<file path="src/rtl/pad_out_guard_mux_pkg.sv">
// Shared types and defaults for the pad output guard mux.
// Imported by the interface, the timer and the top.
package pad_ctrl_pkg;

    typedef enum logic {
        PAD_GUARD,
        PAD_ACTIVE
    } pad_guard_state_e;

    localparam int PAD_NUM_FUNC_DEF = 4;
    localparam int PAD_ATTR_W_DEF   = 16;
    localparam int PAD_GUARD_DEF    = 4;

    // A one-function mux still needs a 1-bit select field.
    function automatic int sel_w(input int n);
        return (n > 1) ? $clog2(n) : 1;
    endfunction

endpackage

</file>
<file path="src/rtl/pad_out_guard_mux_if.sv">
// Function/config/pad bundle between the requester side and the guard mux.
// master drives function data and config; slave is the mux.
interface pad_out_guard_mux_if
    import pad_ctrl_pkg::*;
#(
    parameter int NUM_FUNC = PAD_NUM_FUNC_DEF,
    parameter int PADATTR  = PAD_ATTR_W_DEF
) ();

    localparam int SELW = sel_w(NUM_FUNC);

    logic [NUM_FUNC-1:0] func_out_i;
    logic [NUM_FUNC-1:0] func_oe_i;
    logic                cfg_valid_i;
    logic                cfg_ready_o;
    logic [SELW-1:0]     cfg_sel_i;
    logic [PADATTR-1:0]  cfg_attr_i;
    logic                cfg_err_o;
    logic [SELW-1:0]     cur_sel_o;
    logic                guarding_o;
    logic                pad_out_o;
    logic                pad_oe_o;
    logic [PADATTR-1:0]  pad_attributes_o;

    modport master (
        output func_out_i, func_oe_i,
        output cfg_valid_i, cfg_sel_i, cfg_attr_i,
        input  cfg_ready_o, cfg_err_o, cur_sel_o,
        input  guarding_o, pad_out_o, pad_oe_o,
        input  pad_attributes_o
    );

    modport slave (
        input  func_out_i, func_oe_i,
        input  cfg_valid_i, cfg_sel_i, cfg_attr_i,
        output cfg_ready_o, cfg_err_o, cur_sel_o,
        output guarding_o, pad_out_o, pad_oe_o,
        output pad_attributes_o
    );

endinterface

</file>
<file path="src/rtl/pad_out_guard_mux_timer.sv">
// Guard-period down-counter; reloads to GUARD_CYCLES-1 and
// flags done once it has counted down to zero.
module pad_guard_timer #(
    parameter int GUARD_CYCLES = 4
) (
    input  logic clk_i,
    input  logic rst_ni,
    input  logic load_i,
    input  logic en_i,
    output logic done_o
);

    localparam int TW = $clog2(GUARD_CYCLES + 1);
    localparam logic [TW-1:0] LOAD_VAL = TW'(GUARD_CYCLES - 1);

    logic [TW-1:0] r_cnt;

    always_ff @(posedge clk_i or negedge rst_ni) begin
        if (!rst_ni) begin
            r_cnt <= LOAD_VAL;
        end else if (load_i) begin
            r_cnt <= LOAD_VAL;
        end else if (en_i && (r_cnt != '0)) begin
            r_cnt <= r_cnt - TW'(1);
        end
    end

    assign done_o = (r_cnt == '0);

endmodule

</file>
<file path="src/rtl/pad_out_guard_mux.sv">
// Registered function select in front of the pad cell; every function or
// attribute change parks the pad undriven for a guard period first.
module pad_out_guard_mux
    import pad_ctrl_pkg::*;
#(
    parameter int   NUM_FUNC     = PAD_NUM_FUNC_DEF,
    parameter int   PADATTR      = PAD_ATTR_W_DEF,
    parameter int   GUARD_CYCLES = PAD_GUARD_DEF,
    parameter logic SAFE_VALUE   = 1'b0
) (
    input  logic             clk_i,
    input  logic             rst_ni,
    pad_out_guard_mux_if.slave bus
);

    localparam int SELW = sel_w(NUM_FUNC);

    pad_guard_state_e   r_state;
    logic [SELW-1:0]    r_sel;
    logic [PADATTR-1:0] r_attr;
    logic               r_pad_out;
    logic               r_pad_oe;
    logic               r_err;

    logic w_guard;
    logic w_accept;
    logic w_bad_sel;
    logic w_same;
    logic w_switch;
    logic w_done;

    assign w_guard   = (r_state == PAD_GUARD);
    assign w_accept  = !w_guard && bus.cfg_valid_i;
    assign w_bad_sel = int'(bus.cfg_sel_i) >= NUM_FUNC;
    assign w_same    = (bus.cfg_sel_i == r_sel) &&
                       (bus.cfg_attr_i == r_attr);
    assign w_switch  = w_accept && !w_bad_sel && !w_same;

    pad_guard_timer #(
        .GUARD_CYCLES(GUARD_CYCLES)
    ) u_timer (
        .clk_i (clk_i),
        .rst_ni(rst_ni),
        .load_i(w_switch),
        .en_i  (w_guard),
        .done_o(w_done)
    );

    always_ff @(posedge clk_i or negedge rst_ni) begin
        if (!rst_ni) begin
            r_state   <= PAD_GUARD;
            r_sel     <= '0;
            r_attr    <= '0;
            r_pad_out <= SAFE_VALUE;
            r_pad_oe  <= 1'b0;
            r_err     <= 1'b0;
        end else begin
            r_err <= w_accept && w_bad_sel;
            case (r_state)
                PAD_GUARD: begin
                    r_pad_out <= SAFE_VALUE;
                    r_pad_oe  <= 1'b0;
                    if (w_done) begin
                        r_state <= PAD_ACTIVE;
                    end
                end
                PAD_ACTIVE: begin
                    // New shadows show on the pad side together with the
                    // first safe cycle, so attributes never see glitch data.
                    if (w_switch) begin
                        r_state   <= PAD_GUARD;
                        r_sel     <= bus.cfg_sel_i;
                        r_attr    <= bus.cfg_attr_i;
                        r_pad_out <= SAFE_VALUE;
                        r_pad_oe  <= 1'b0;
                    end else begin
                        r_pad_out <= bus.func_out_i[r_sel];
                        r_pad_oe  <= bus.func_oe_i[r_sel];
                    end
                end
                default: begin
                    r_state <= PAD_GUARD;
                end
            endcase
        end
    end

    assign bus.cfg_ready_o      = (r_state == PAD_ACTIVE);
    assign bus.guarding_o       = w_guard;
    assign bus.cfg_err_o        = r_err;
    assign bus.cur_sel_o        = r_sel;
    assign bus.pad_out_o        = r_pad_out;
    assign bus.pad_oe_o         = r_pad_oe;
    assign bus.pad_attributes_o = r_attr;

endmodule
</file>
<file path="src/flat_wrapper.sv">
// flat-port wrapper written by rule: the top's interface ports become plain ports
module pad_out_guard_mux_flat import pad_ctrl_pkg::*;
#(
    parameter int   NUM_FUNC     = PAD_NUM_FUNC_DEF,
    parameter int   PADATTR      = PAD_ATTR_W_DEF,
    parameter int   GUARD_CYCLES = PAD_GUARD_DEF,
    parameter logic SAFE_VALUE   = 1'b0
)
  (clk_i, rst_ni, bus_func_out_i, bus_func_oe_i, bus_cfg_valid_i, bus_cfg_sel_i, bus_cfg_attr_i, bus_cfg_ready_o, bus_cfg_err_o, bus_cur_sel_o, bus_guarding_o, bus_pad_out_o, bus_pad_oe_o, bus_pad_attributes_o);
  pad_out_guard_mux_if #(.NUM_FUNC(NUM_FUNC), .PADATTR(PADATTR)) bus_i ();
  input  logic clk_i;
  input  logic rst_ni;
  input wire logic [$bits(bus_i.func_out_i)-1:0] bus_func_out_i;
  input wire logic [$bits(bus_i.func_oe_i)-1:0] bus_func_oe_i;
  input wire logic [$bits(bus_i.cfg_valid_i)-1:0] bus_cfg_valid_i;
  input wire logic [$bits(bus_i.cfg_sel_i)-1:0] bus_cfg_sel_i;
  input wire logic [$bits(bus_i.cfg_attr_i)-1:0] bus_cfg_attr_i;
  output wire logic [$bits(bus_i.cfg_ready_o)-1:0] bus_cfg_ready_o;
  output wire logic [$bits(bus_i.cfg_err_o)-1:0] bus_cfg_err_o;
  output wire logic [$bits(bus_i.cur_sel_o)-1:0] bus_cur_sel_o;
  output wire logic [$bits(bus_i.guarding_o)-1:0] bus_guarding_o;
  output wire logic [$bits(bus_i.pad_out_o)-1:0] bus_pad_out_o;
  output wire logic [$bits(bus_i.pad_oe_o)-1:0] bus_pad_oe_o;
  output wire logic [$bits(bus_i.pad_attributes_o)-1:0] bus_pad_attributes_o;
  assign bus_i.func_out_i = bus_func_out_i;
  assign bus_i.func_oe_i = bus_func_oe_i;
  assign bus_i.cfg_valid_i = bus_cfg_valid_i;
  assign bus_i.cfg_sel_i = bus_cfg_sel_i;
  assign bus_i.cfg_attr_i = bus_cfg_attr_i;
  assign bus_cfg_ready_o = bus_i.cfg_ready_o;
  assign bus_cfg_err_o = bus_i.cfg_err_o;
  assign bus_cur_sel_o = bus_i.cur_sel_o;
  assign bus_guarding_o = bus_i.guarding_o;
  assign bus_pad_out_o = bus_i.pad_out_o;
  assign bus_pad_oe_o = bus_i.pad_oe_o;
  assign bus_pad_attributes_o = bus_i.pad_attributes_o;
  pad_out_guard_mux #(.NUM_FUNC(NUM_FUNC), .PADATTR(PADATTR), .GUARD_CYCLES(GUARD_CYCLES), .SAFE_VALUE(SAFE_VALUE)) u_core (.clk_i(clk_i), .rst_ni(rst_ni), .bus(bus_i));
endmodule
</file>
<file path="config.mk">
export PLATFORM = sky130hd
export DESIGN_NAME = pad_out_guard_mux_flat
export DESIGN_NICKNAME = d
export VERILOG_FILES = /design/src/rtl/pad_out_guard_mux_pkg.sv /design/src/rtl/pad_out_guard_mux_if.sv /design/src/rtl/pad_out_guard_mux_timer.sv /design/src/rtl/pad_out_guard_mux.sv /design/src/flat_wrapper.sv
export SDC_FILE = /design/constraint.sdc
export NUM_CORES = 1
export LEC_CHECK = 0
export CAP_MARGIN = 20
export CELL_PAD_IN_SITES_DETAIL_PLACEMENT = 1
export CELL_PAD_IN_SITES_GLOBAL_PLACEMENT = 2
export CORE_MARGIN = 3
export CORE_UTILIZATION = 26
export DETAILED_ROUTE_END_ITERATION = 10
export PLACE_DENSITY = 0.81
export SLEW_MARGIN = 20
export SYNTH_ARGS = -nofsm -noshare
export SYNTH_HDL_FRONTEND = slang
export SYNTH_SLANG_ARGS = --single-unit
</file>
<file path="constraint.sdc">
create_clock -name clk_i -period 1.9 [get_ports clk_i]
set_clock_uncertainty 0.1 [all_clocks]
set_input_delay 0.475 -clock clk_i [delete_from_list [all_inputs] [get_ports clk_i]]
set_output_delay 0.475 -clock clk_i [all_outputs]
set_load 0.02 [all_outputs]
</file>
==> results list <==
- Cell-by-cell trace of the critical path: dlygate4sd2_1 > xnor2_1 > nand4_1 > nor3_4 > a21oi_4 > buf_6 > mux2_2
- EDFF count, synth: 0
* CP max-delay cell: sky130_fd_sc_hd__nor3_4
* Nature of the critical path startpoint: input pin
- Sequential fraction of the synthesis area: 48.2%
- Leading cell type by number of instances after synthesis: sky130_fd_sc_hd__dfrtp_1
* Top area cells in the synthesized netlist: sky130_fd_sc_hd__dfrtp_1, sky130_fd_sc_hd__xnor2_1, sky130_fd_sc_hd__mux2_2
- Net total in the final layout: 192
- Max Cap Viol: 0
- Type of the tightest min-delay check: in -> reg
- Clock transition at the register clock pins on the worst setup and hold paths after CTS: 90 ps
- Placer Congestion: 0.753
* Overall via count from detail_route: 939
- The most used flip-flop cell after synthesis is sky130_fd_sc_hd__dfrtp_1.
* Number of different library cells in the post-synthesis netlist: 22
- Averaged over all synthesized cells, the footprint is 13.3 um2.
- The number of buffers and inverters on the critical path is 2.
- Once the floorplan was initialized, standard cells occupied 27.8% of the core.
* Fraction of layout instances using a drive strength above 1: 28.1%
* Leakage power: 0.977 nW
- The finished layout holds 212 standard cells, fillers aside.
- Of all flip-flops after synthesis, the portion carrying an async set or reset was 100%.
- Chip height: 75.3 um
* Number of DRC markers after the initial detailed-route iteration: 18
- WP data arrival: 1920 ps
- Sum of net half-perimeters after detailed placement: 2420 um
- Internal power comes to 1.88 mW.
- The clock reaches the later pin of the worst-skew pair after 270 ps.
- Hold-fix buffer count after cts: 0
- Buffers inserted during clock tree synthesis total 3.
- After detailed routing, the number of vias per cell comes to 4.43.
- 52 I/O pins were placed.
- Synthesis-stage register bit count: 24
- The number of global-route vias before repair is 1,047.
- Setup violations remaining at the end of the flow were counted as 0.
* Unrepaired setup endpoints after global routing: yes
- Area Growth Syn to Fin: 60.6%
- Critical path class: in -> reg
- The clock passes through at most 2 buffers.
- The tightest hold path in the finished design has a slack of 427 ps.
* Number of buffers added on ports: 50
- Met1 global-route usage: 14.5%
* Share of the synthesized area in the top cell type: 44.0%
* Depth of the CTS H-tree: 1
- The worst setup path is captured at a register.
- The hold violation total from the final report came to 0.
- Floorplan die width: 75.3 um
- Routed wire length: 3250 um
- Clock tree synthesis selected as its root buffer the cell sky130_fd_sc_hd__clkbuf_8.
- Total of warnings raised by yosys: 0
* Required time at the endpoint of the critical path: 1960 ps
- Post-Synthesis Cells: 94
- For this run, design rule violations remaining after detail routing come to 0.
* Post-Synthesis Net Count: 125
* Cell area after technology mapping: 0.00125 mm2
- Result of the run: completed
- The worst-case IR drop observed on VDD is 0.000439 V.
- For this design the total switching power over the nets is 1.16 mW.
- Final Cycle Share: 98.3%
- Total power per unit cell area: 1510 mW/mm2
- Placed Cells incl. Taps: 202
* Power share of the combinational group: 55.8%
* Sequential share of power: 33.0%
- Fin. max-slew vios: 0
- GR met3 Demand/Resource: 2.64%
- The cell family contributing the most delay on the critical path is simple AND/OR/NAND/NOR gates.
* Antenna-violating nets left: 0
* Switching power as a share of total power: 38.1%
* Largest driver fanout on the critical path: 5
- The initial antenna violation count came to 0.
* Clock sink count: 24
- Die Outline Area: 0.00568 mm2
- For this run, the total global-route usage over all layers was measured as 11.9%.
- For this run, global-route usage on met2 was measured as 20.7%.
- DR WL/cell: 15.3 um
- Entering global routing, the biggest net connects 25 pins.
- Upper clock frequency limit: 0.536 GHz
* Diode count: 0
- The first detailed-routing pass ran for 4 iterations.
- Most crowded layer after global routing: met2
- The smallest clock period supported by the final layout is computed as 1870 ps.
- The first global-routing pass estimated 5100 um of wire.
- The region available for standard cell placement spans 0.00450 mm2.
- Final total power: 3.04 mW
- After synthesis, the most frequently instantiated cells are sky130_fd_sc_hd__dfrtp_1, sky130_fd_sc_hd__xnor2_1, sky130_fd_sc_hd__mux2_2.
- Cell type with the largest total area after synthesis: sky130_fd_sc_hd__dfrtp_1
- The worst register-to-register path has a setup slack of 60 ps.
- After global routing the overflow that remains totals 0.
* Number of placement rows: 24
* Clock network fraction of total power: 11.2%
- TritonCTS clock tree: yes
- Slowest stage delay, CP: 360 ps
## power groups by stage
| stage | Combinational (mW) | Clock (mW) | Sequential [mW] |
|---|---|---|---|
| 6_report | 1.69 | 0.341 | 1.00 |
| 5_1_grt | 1.82 | 0.381 | 1.04 |
| 4_1_cts | 1.74 | 0.360 | 1.01 |
| 3_5_place_dp | 1.71 | 0 | 1.01 |
| 3_3_place_gp | 1.67 | 0 | 0.996 |
| 2_1_floorplan | 0.705 | 0 | 1.25 |
## through the flow
step | TNS [ps] | util (%) | area (um2) | setup slack [ps]
after floorplan | 0 | - | 1250 | 89.6
after global placement | -8940 | 41.2 | 1860 | -524
after detailed placement | -9260 | 41.2 | 1860 | -540
after CTS | 0 | 43.6 | 1960 | 4.63
after global routing | -336 | 44.6 | 2010 | -37.7
final | 0 | 44.6 | 2010 | 32.8
## cells by family (layout without fill, tap and decap cells)
kind of cell               count (synthesis)  after routing  share of synthesized area (%)
adders and majority gates                  2              2                           2.00
xor gates and xnor gates                  20             20                           14.0
other                                      1              1                          0.300
AOI/OAI and AO/OA                          4              5                           2.70
muxes                                     20             20                           22.2
and+or+nand+nor                           17             17                           7.81
buffers and inverters                      6             71                           2.70
DFF                                       24             24                           48.2
## worst reg2reg max path, cell delays in order (launching register included)
cell and delay, ps:
sky130_fd_sc_hd__dfrtp_1 420, sky130_fd_sc_hd__xnor2_1 160, sky130_fd_sc_hd__nand4_1 170, sky130_fd_sc_hd__nor3_4 360, sky130_fd_sc_hd__a21oi_4 110, sky130_fd_sc_hd__buf_6 150, sky130_fd_sc_hd__mux2_2 270
## path summary, 6_finish.rpt
kind / from / endpoint / cells past startpoint
max: bus_cfg_attr_i[6] / u_core.bus.pad_attributes_o[8]$_DFFE_PN0P_ / 7
min: bus_cfg_attr_i[7] / u_core.bus.pad_attributes_o[7]$_DFFE_PN0P_ / 2
max reg2reg: u_core.bus.pad_attributes_o[8]$_DFFE_PN0P_ / u_core.bus.pad_attributes_o[8]$_DFFE_PN0P_ / 6
min reg2reg: u_core.bus.pad_attributes_o[1]$_DFFE_PN0P_ / u_core.bus.pad_attributes_o[1]$_DFFE_PN0P_ / 1
max in group asynchronous: rst_ni / u_core.u_timer.r_cnt[0]$_DFFE_PN1P_ / 2
min in group asynchronous: rst_ni / u_core.bus.pad_attributes_o[13]$_DFFE_PN0P_ / 2
## placed cells by master, fill, tap and decap left out, drive strengths merged
| cell | synthesis | routed |
|---|---|---|
| a21boi | 1 | 1 |
| inv | 4 | 4 |
| clkdlybuf4s15 | 0 | 4 |
| xor2 | 2 | 2 |
| nand2b | 2 | 2 |
| xnor2 | 18 | 18 |
| mux2 | 18 | 18 |
| conb | 1 | 1 |
| nor3 | 2 | 2 |
| dfrtp | 22 | 22 |
| ha | 2 | 2 |
| o21ai | 1 | 1 |
| buf | 2 | 13 |
| a21oi | 2 | 3 |
| nand4 | 4 | 4 |
| dlygate4sd2 | 0 | 16 |
| dfstp | 2 | 2 |
| nand2 | 5 | 5 |
| dlymetal6s2s | 0 | 12 |
| nor2 | 4 | 4 |
| mux4 | 2 | 2 |
| clkbuf | 0 | 5 |
| clkdlybuf4s50 | 0 | 17 |
## metal layers
layer / part of all wire (%) / wire, um / up-vias
li1: - / - / 452
met1: 40 / 1300 / 452
met2: 52 / 1700 / 31
met3: 6.8 / 220 / 4
met4: 0.89 / 29 / 0
met5: 0 / 0 / -
## layout make-up
| class | count | area [um2] |
|---|---|---|
| tap | 52 | 65.1 |
| sequential | 24 | 603 |
| inverter | 4 | 15.0 |
| fill | 485 | 2500 |
| multi-input combinational | 65 | 658 |
| timing repair buffer | 63 | 611 |
| clock buffer | 4 | 55.1 |
## sequential cells by signal, summed over array words and instances, names as in the netlist
name and cells:
u_core.u_timer.r_cnt 3, u_core.bus.pad_attributes_o 16, u_core.bus.cfg_ready_o 1, u_core.bus.cur_sel_o 2
u_core.bus.pad_out_o 1, u_core.bus.pad_oe_o 1
## repair_timing
item                       CTS  global route
pin swaps                   11            10
resized for setup           28            18
setup buffers                4             1
setup endpoints to repair   22            26
cloned                       1             0
No activity file was read; power rests on OpenSTA's default activity.
